--- config.mk ---
export PLATFORM = sky130hd
export DESIGN_NAME = mem_arbiter
export DESIGN_NICKNAME = d
export VERILOG_FILES = /design/src/rtl/mem_arbiter.sv
export SDC_FILE = /design/constraint.sdc
export NUM_CORES = 1
export LEC_CHECK = 0
export CELL_PAD_IN_SITES_DETAIL_PLACEMENT = 0
export CELL_PAD_IN_SITES_GLOBAL_PLACEMENT = 1
export CORE_MARGIN = 5
export CORE_UTILIZATION = 14
export DETAILED_ROUTE_END_ITERATION = 7
export MAX_ROUTING_LAYER = met4
export PLACE_DENSITY = 0.93
export SLEW_MARGIN = 10
export SYNTH_ARGS = -nofsm -noshare
export SYNTH_HDL_FRONTEND = slang
export SYNTH_SLANG_ARGS = --single-unit
--- constraint.sdc ---
create_clock -name CLK -period 2.25 [get_ports CLK]
set_input_delay 0.45 -clock CLK [delete_from_list [all_inputs] [get_ports CLK]]
set_output_delay 0.45 -clock CLK [all_outputs]
set_load 0.02 [all_outputs]
--- src/rtl/mem_arbiter.sv ---
// mem_arbiter: shares one memory port between an instruction-fetch master and a data master.
// Latency: zero added cycles; grant and response are combinational pass-throughs, one-cycle bubble between transactions.
// Backpressure: one outstanding transaction; while busy both grants are held low and new requests wait.
//
// Optional feature macro: ARB_ROUND_ROBIN_EN (round-robin arbitration; default is data-over-instruction priority).
// Ports:
//   CLK, RES                      clock (rising edge), synchronous active-low reset
//   instr_req/addr/gnt/r_valid/rdata          fetch master
//   data_req/addr/write_enable/wdata/gnt/r_valid/rdata   data master
//   mem_req/addr/we/wdata/gnt/r_valid/rdata   memory slave
//   err                           one-cycle pulse when the response watchdog aborts a transaction
module mem_arbiter #(
  parameter int ADDR_W  = 32,
  parameter int DATA_W  = 32,
  parameter int TIMEOUT = 255
) (
  input  logic              CLK,
  input  logic              RES,
  input  logic              instr_req,
  input  logic [ADDR_W-1:0] instr_addr,
  output logic              instr_gnt,
  output logic              instr_r_valid,
  output logic [DATA_W-1:0] instr_rdata,
  input  logic              data_req,
  input  logic [ADDR_W-1:0] data_addr,
  input  logic              data_write_enable,
  input  logic [DATA_W-1:0] data_wdata,
  output logic              data_gnt,
  output logic              data_r_valid,
  output logic [DATA_W-1:0] data_rdata,
  output logic              mem_req,
  output logic [ADDR_W-1:0] mem_addr,
  output logic              mem_we,
  output logic [DATA_W-1:0] mem_wdata,
  input  logic              mem_gnt,
  input  logic              mem_r_valid,
  input  logic [DATA_W-1:0] mem_rdata,
  output logic              err
);

  localparam int CNT_W = $clog2(TIMEOUT + 1);

  typedef enum logic [1:0] {IDLE, BUSY_I, BUSY_D} state_t;

  state_t           state, state_nxt;
  logic [CNT_W-1:0] cnt;
  logic             err_q;
  logic             abort;
  logic             timeout_hit;
  logic             win_d, win_i;

`ifdef ARB_ROUND_ROBIN_EN
  // ptr_d = 1: data wins a tie; flips to the other master after every grant.
  logic ptr_d;
  assign win_d = data_req & (~instr_req | ptr_d);
`else
  assign win_d = data_req;
`endif
  assign win_i = instr_req & ~win_d;

  assign timeout_hit = (cnt == CNT_W'(TIMEOUT));

  // Response data is never gated; only the valids identify the owner.
  assign instr_rdata = mem_rdata;
  assign data_rdata  = mem_rdata;
  assign err         = err_q;

  always_comb begin
    state_nxt     = state;
    abort         = 1'b0;
    mem_req       = 1'b0;
    mem_addr      = '0;
    mem_we        = 1'b0;
    mem_wdata     = '0;
    instr_gnt     = 1'b0;
    data_gnt      = 1'b0;
    instr_r_valid = 1'b0;
    data_r_valid  = 1'b0;
    // Handshake outputs are held low while reset is asserted so nothing leaks
    // out of an abandoned transaction.
    if (RES) begin
      case (state)
        IDLE: begin
          // mem_r_valid here is stale or stray and is dropped.
          if (win_d) begin
            mem_req   = 1'b1;
            mem_addr  = data_addr;
            mem_we    = data_write_enable;
            mem_wdata = data_wdata;
            data_gnt  = mem_gnt;
            if (mem_gnt) state_nxt = BUSY_D;
          end else if (win_i) begin
            mem_req   = 1'b1;
            mem_addr  = instr_addr;
            instr_gnt = mem_gnt;
            if (mem_gnt) state_nxt = BUSY_I;
          end
        end
        BUSY_I: begin
          instr_r_valid = mem_r_valid;
          if (mem_r_valid) begin
            state_nxt = IDLE;
          end else if (timeout_hit) begin
            state_nxt = IDLE;
            abort     = 1'b1;
          end
        end
        BUSY_D: begin
          data_r_valid = mem_r_valid;
          if (mem_r_valid) begin
            state_nxt = IDLE;
          end else if (timeout_hit) begin
            state_nxt = IDLE;
            abort     = 1'b1;
          end
        end
        default: state_nxt = IDLE;
      endcase
    end
  end

  always_ff @(posedge CLK) begin
    if (!RES) begin
      state <= IDLE;
      cnt   <= '0;
      err_q <= 1'b0;
    end else begin
      state <= state_nxt;
      err_q <= abort;
      // Held at zero in IDLE, so a grant always starts the watchdog from zero.
      if (state == IDLE) cnt <= '0;
      else               cnt <= cnt + CNT_W'(1);
    end
  end

`ifdef ARB_ROUND_ROBIN_EN
  always_ff @(posedge CLK) begin
    if (!RES)          ptr_d <= 1'b0;
    else if (data_gnt)  ptr_d <= 1'b0;
    else if (instr_gnt) ptr_d <= 1'b1;
  end
`endif

endmodule

==> metrics.txt <==
status=finished, final reports clean; area fraction of the dominant cell type after synthesis=0.3002; Post-CTS Hold Fix Bufs=0; layout cell share with drive strength beyond 1=0.2067; die area=14,260 sq um; Setup crit start kind=input port; Critical Path RT=1.80 ns; largest net degree at the start of global routing=34; relative slew slack=0.8013; Synth Flop Type=dfxtp_1; Via density=around 4.0; initial antenna violation count=0; clk buf depth=2; Starting Density=0.1412; Clock Latency Late Sink=roughly 0.24 ns; # diodes=0; CTS buffer count=3; top cell type by total area after synthesis=buf_4; critical-path cell list=clkdlybuf4s15_1 > buf_4 > and3_1 > clkdlybuf4s50_1; Max-cap violations=0; Largest stage delay, worst path=0.61 ns; Setup violations, final=0; setup_tns=0 ns; Die Wd=119.4 microns; IO Pins=270; all-layer global routing usage=0.09311; hpwl dp=about 5500 microns; clock sink count=11; # nets final=498; Post-route DRC=0; DR WL/cell=~14 microns; Area Overhead vs Synth=93.95%; Hold Fails Final Rpt=0; CTS tree=yes; Yosys Warn Count=0; ranking of synthesized cells by area=buf_4 30%, a22oi_1 14%, dfxtp_1 13%; Slew Limit Fails=0; CTS clk-pin slew, worst paths=0.04 ns; crit end category=output pin; I/O Buffers=173; clock skew=0.001591 ns; total global routing overflow=0; Synth Register Bits=11; crit-path max FO=5; vias in the first global route=roughly 2,100; post-layout util=0.2739; DRT antenna net count=0; slowest CP cell=clkdlybuf4s50_1; Synth Cell Area=1675 sq um; synth unique cells=28; Worst Setup SP=RES; CTS Root Cell=clkbuf_16; worst hold start=cnt[0]; first-pass GRT wire length=10,430 microns; count leader, synth=buf_4; minimum clock period=2.198 ns; register area share after synthesis=0.1314; share of synthesized registers carrying an async set or reset=0; number of synthesized flops with an enable pin=0; peak supply drop=160.6 uV; CORE AREA=11,860 sq um; P per Cell Area=367.4 nW/um^2; initial DRC count=61; DRT Wirelength=7187 microns; Pre-Repair DR Iteration Count=4; Mapped Nets=375; H-tree levels=1; LEAKAGE=1.462 nW; Rows=40; Hold Crit Class=reg2reg; RR Startpoint=state[1]; Max Clk Rate=0.4549 GHz; Arr. time, crit path=around 1.8 ns; unrepaired setup endpoints after global routing=no; Post-synth top cells=67 x buf_4, 42 x nor2_1, 34 x and2_1; via count=2,022; Post-Syn Area per Cell=7.099 sq um; RePlAce Congestion=0.7674; Die Ht=119.4 microns; Gate Count Post-Synth=~240; Worst Max-Slew Pin Slew=approximately 0.30 ns; CP Class=in2out; final worst-path cycle share=0.9771
-- power by group --
group	switching (mW)	internal, mW	total [mW]
Sequential	0.00448	0.202	0.207
Clock	0.0879	0.238	0.326
Combinational	0.302	0.360	0.661
Total	0.394	0.800	1.19
-- what timing repair did --
item | in CTS | in global routing
gates resized for setup | 180 | 8
buffers inserted | 4 | 4
pin swaps | 1 | 1
setup endpoints to repair | 69 | 22
cloned | 3 | 1
-- stage by stage --
step                      instances  instance area, sq um  power [mW]  hold slack, ns  worst slack (ns)
after global routing            505                  3249       1.262          0.5057           0.01213
after detailed placement        489                  3146      0.8864          0.4463           -0.5703
final                           505                  3249       1.194          0.4517           0.05157
after floorplan                 236                  1675      0.6492          0.4258            0.5000
after global placement          489                  3146      0.8768          0.4386           -0.5218
after CTS                       500                  3174       1.193          0.4560          -0.05582
-- area by class of cell --
class                   instances  area (sq um)
fillers                      1272          8612
multi-input cells             145         925.9
flip-flops and latches         11         220.2
repair buffers                195          1829
inverters                       3         11.26
well taps                     147         183.9
clock buffers                   4         78.83
-- final timing paths --
path,slack [ns],cells past startpoint,end
setup reg to reg,0.77,6,state[1]
hold reg to reg,0.45,1,cnt[0]
setup / recovery,0.05,4,instr_r_valid
hold / removal,0.45,1,cnt[0]
-- placed cells by master, fill, tap and decap left out, types with 2 or more instances in the layout --
cell type	count
xor2_1	5
clkdlybuf4s15_2	10
a32o_2	2
buf_12	2
dlygate4sd2_1	27
nand4_1	2
a22oi_1	32
clkdlybuf4s15_1	6
and3_1	3
clkbuf_16	4
nand3_1	2
inv_1	3
and2_1	34
and3_4	3
clkdlybuf4s50_1	102
nand2_1	5
dfxtp_1	11
buf_2	19
ha_1	3
nor2_1	42
buf_4	25
-- routing by layer --
layer	global-route usage	part of all wire	vias to the layer above	routed length (microns)
met3	0.02707	0.11	31	762
li1	-	-	963	-
met2	0.1621	0.48	156	3439
met4	0.04009	0.033	0	237
met1	0.09820	0.38	872	2748
met5	-	0	-	0
-- worst max-delay path, delay by kind of cell --
| kind | cells | cell delay (ns) |
|---|---|---|
| buffers and inverters | 3 | 1.14 |
| AND/OR/NAND/NOR | 1 | 0.16 |
-- state kept, by name (all words and copies together), names as in the netlist --
name,cells
cnt,8
state,2
err,1
-- cell families (layout without fill, tap and decap cells) --
logic type,Yosys count,after routing,share of synthesized area
simple gates,96,98,0.2935
buf+inv,82,202,0.3413
compound gates,37,37,0.1725
flops,11,11,0.1314
xor+xnor,6,6,0.03137
fa+ha+maj,4,4,0.02987
Note: power is estimated with default switching activity, not from simulation.
==> RTL change, RTL diff (same flow settings) <==
The option `ARB_ROUND_ROBIN_EN` is turned on by a define.
--- a/src/rtl/mem_arbiter.sv
+++ b/src/rtl/mem_arbiter.sv
@@ -9,6 +9,8 @@
 //   data_req/addr/write_enable/wdata/gnt/r_valid/rdata   data master
 //   mem_req/addr/we/wdata/gnt/r_valid/rdata   memory slave
 //   err                           one-cycle pulse when the response watchdog aborts a transaction
+`define ARB_ROUND_ROBIN_EN
+
 module mem_arbiter #(
   parameter int ADDR_W  = 32,
   parameter int DATA_W  = 32,
Check against the original RTL: not equivalent (a bounded check fails within 4 cycles, from zero or initial values).
==> RTL change against the original RTL <==
Synthesized area grew 10%. Sequential cell count grew 1. Power grew 11%. Wire length grew 13%. Design area grew 1.3%. Clock skew is essentially flat. Worst setup slack gained 0.014 ns. Critical path depth grew 4. Critical endpoint is now mem_addr[30].
==> RTL change: results (changes against the original RTL) <==
| Metric | Value |
|---|---|
| Status | finished, final reports clean |
| Layout non-clock buf frac | 51.9% (-4.4 points) |
| Global-route wire length before repair | 12500 um (+19%) |
| Slew @ Worst Pin | 0.306 ns (+0.00825 ns) |
| Routed wl met3 | 906 um (+19%) |
| Dpl cell area | 3400 um^2 (+8.2%) |
| Total number of vias | 2235 (+11%) |
| ClkCell Share | 2.70% (+0.27 points) |
| Pleak | 0.00144 uW (-1.7%) |
| Synth Area in Compound Gates | 13.4% (-3.9 points) |
| Vias in the first global route | 2284 (+9.1%) |
| Syn_nets | 422 (+13%) |
| Post-CTS sizing | 247 (+37%) |
| Most frequent cells after synthesis | buf_4 (65), nand2_1 (40), nand3_1 (37) |
| Setup bufs post-CTS | 3 (-1) |
| Critical Path AT | 1.73 ns (-0.02 ns) |
| HPWL after DPL | 6360 um (+15%) |
| Met1 Use GR | 11.6% (+1.7 points) |
| DRT Wirelength | 8150 um (+13%) |
| Non-clk bufs | 199 (+2.1%) |
| Max VDD drop | 0.306 mV (+90%) |
| PD cells | 402 nW/um^2 (+9.4%) |
| Number of DRC markers in iteration 0 | 55 (-9.8%) |
| Met2 usage | 15.8% (-0.43 points) |
| Signal inverters | 6 (+3) |
| Wl on met1 | 3210 um (+17%) |
| Placed Cells | 570 (+17%) |
| Post-Synth XOR/XNOR Area | 2.37% (-0.77 points) |
| Fillers | 1463 (+15%) |
| Multi-input gates | 183 (+26%) |
| GRT Util Overall | 10.1% (+0.75 points) |
## RTL change: where the power goes
part	leakage, uW	switching, uW	total [uW]	internal, uW
Clock	0.0000442	102	371	269
Combinational	0.00129	351	720	369
Sequential	0.0000973	8.65	232	224
Total	0.00144	462	1320	862
## RTL change: worst paths after layout
check | to | slack, ns | start | depth (start not counted)
max | mem_addr[30] | 0.07 | instr_req | 8
max reg2reg | state[0]$_SDFFE_PN0P_ | 0.75 | cnt[0]$_SDFF_PP0_ | 5
min reg2reg | cnt[0]$_SDFF_PP0_ | 0.49 | cnt[0]$_SDFF_PP0_ | 1
min | cnt[0]$_SDFF_PP0_ | 0.49 | cnt[0]$_SDFF_PP0_ | 1
## RTL change: kinds of logic after synthesis
| kind of cell | Yosys count |
|---|---|
| buffers and inverters | 88 |
| AO/OA/AOI/OAI | 42 |
| flip-flops | 12 |
| adder cells (fa/ha/maj) | 4 |
| XOR/XNOR | 5 |
| AND/OR/NAND/NOR | 132 |
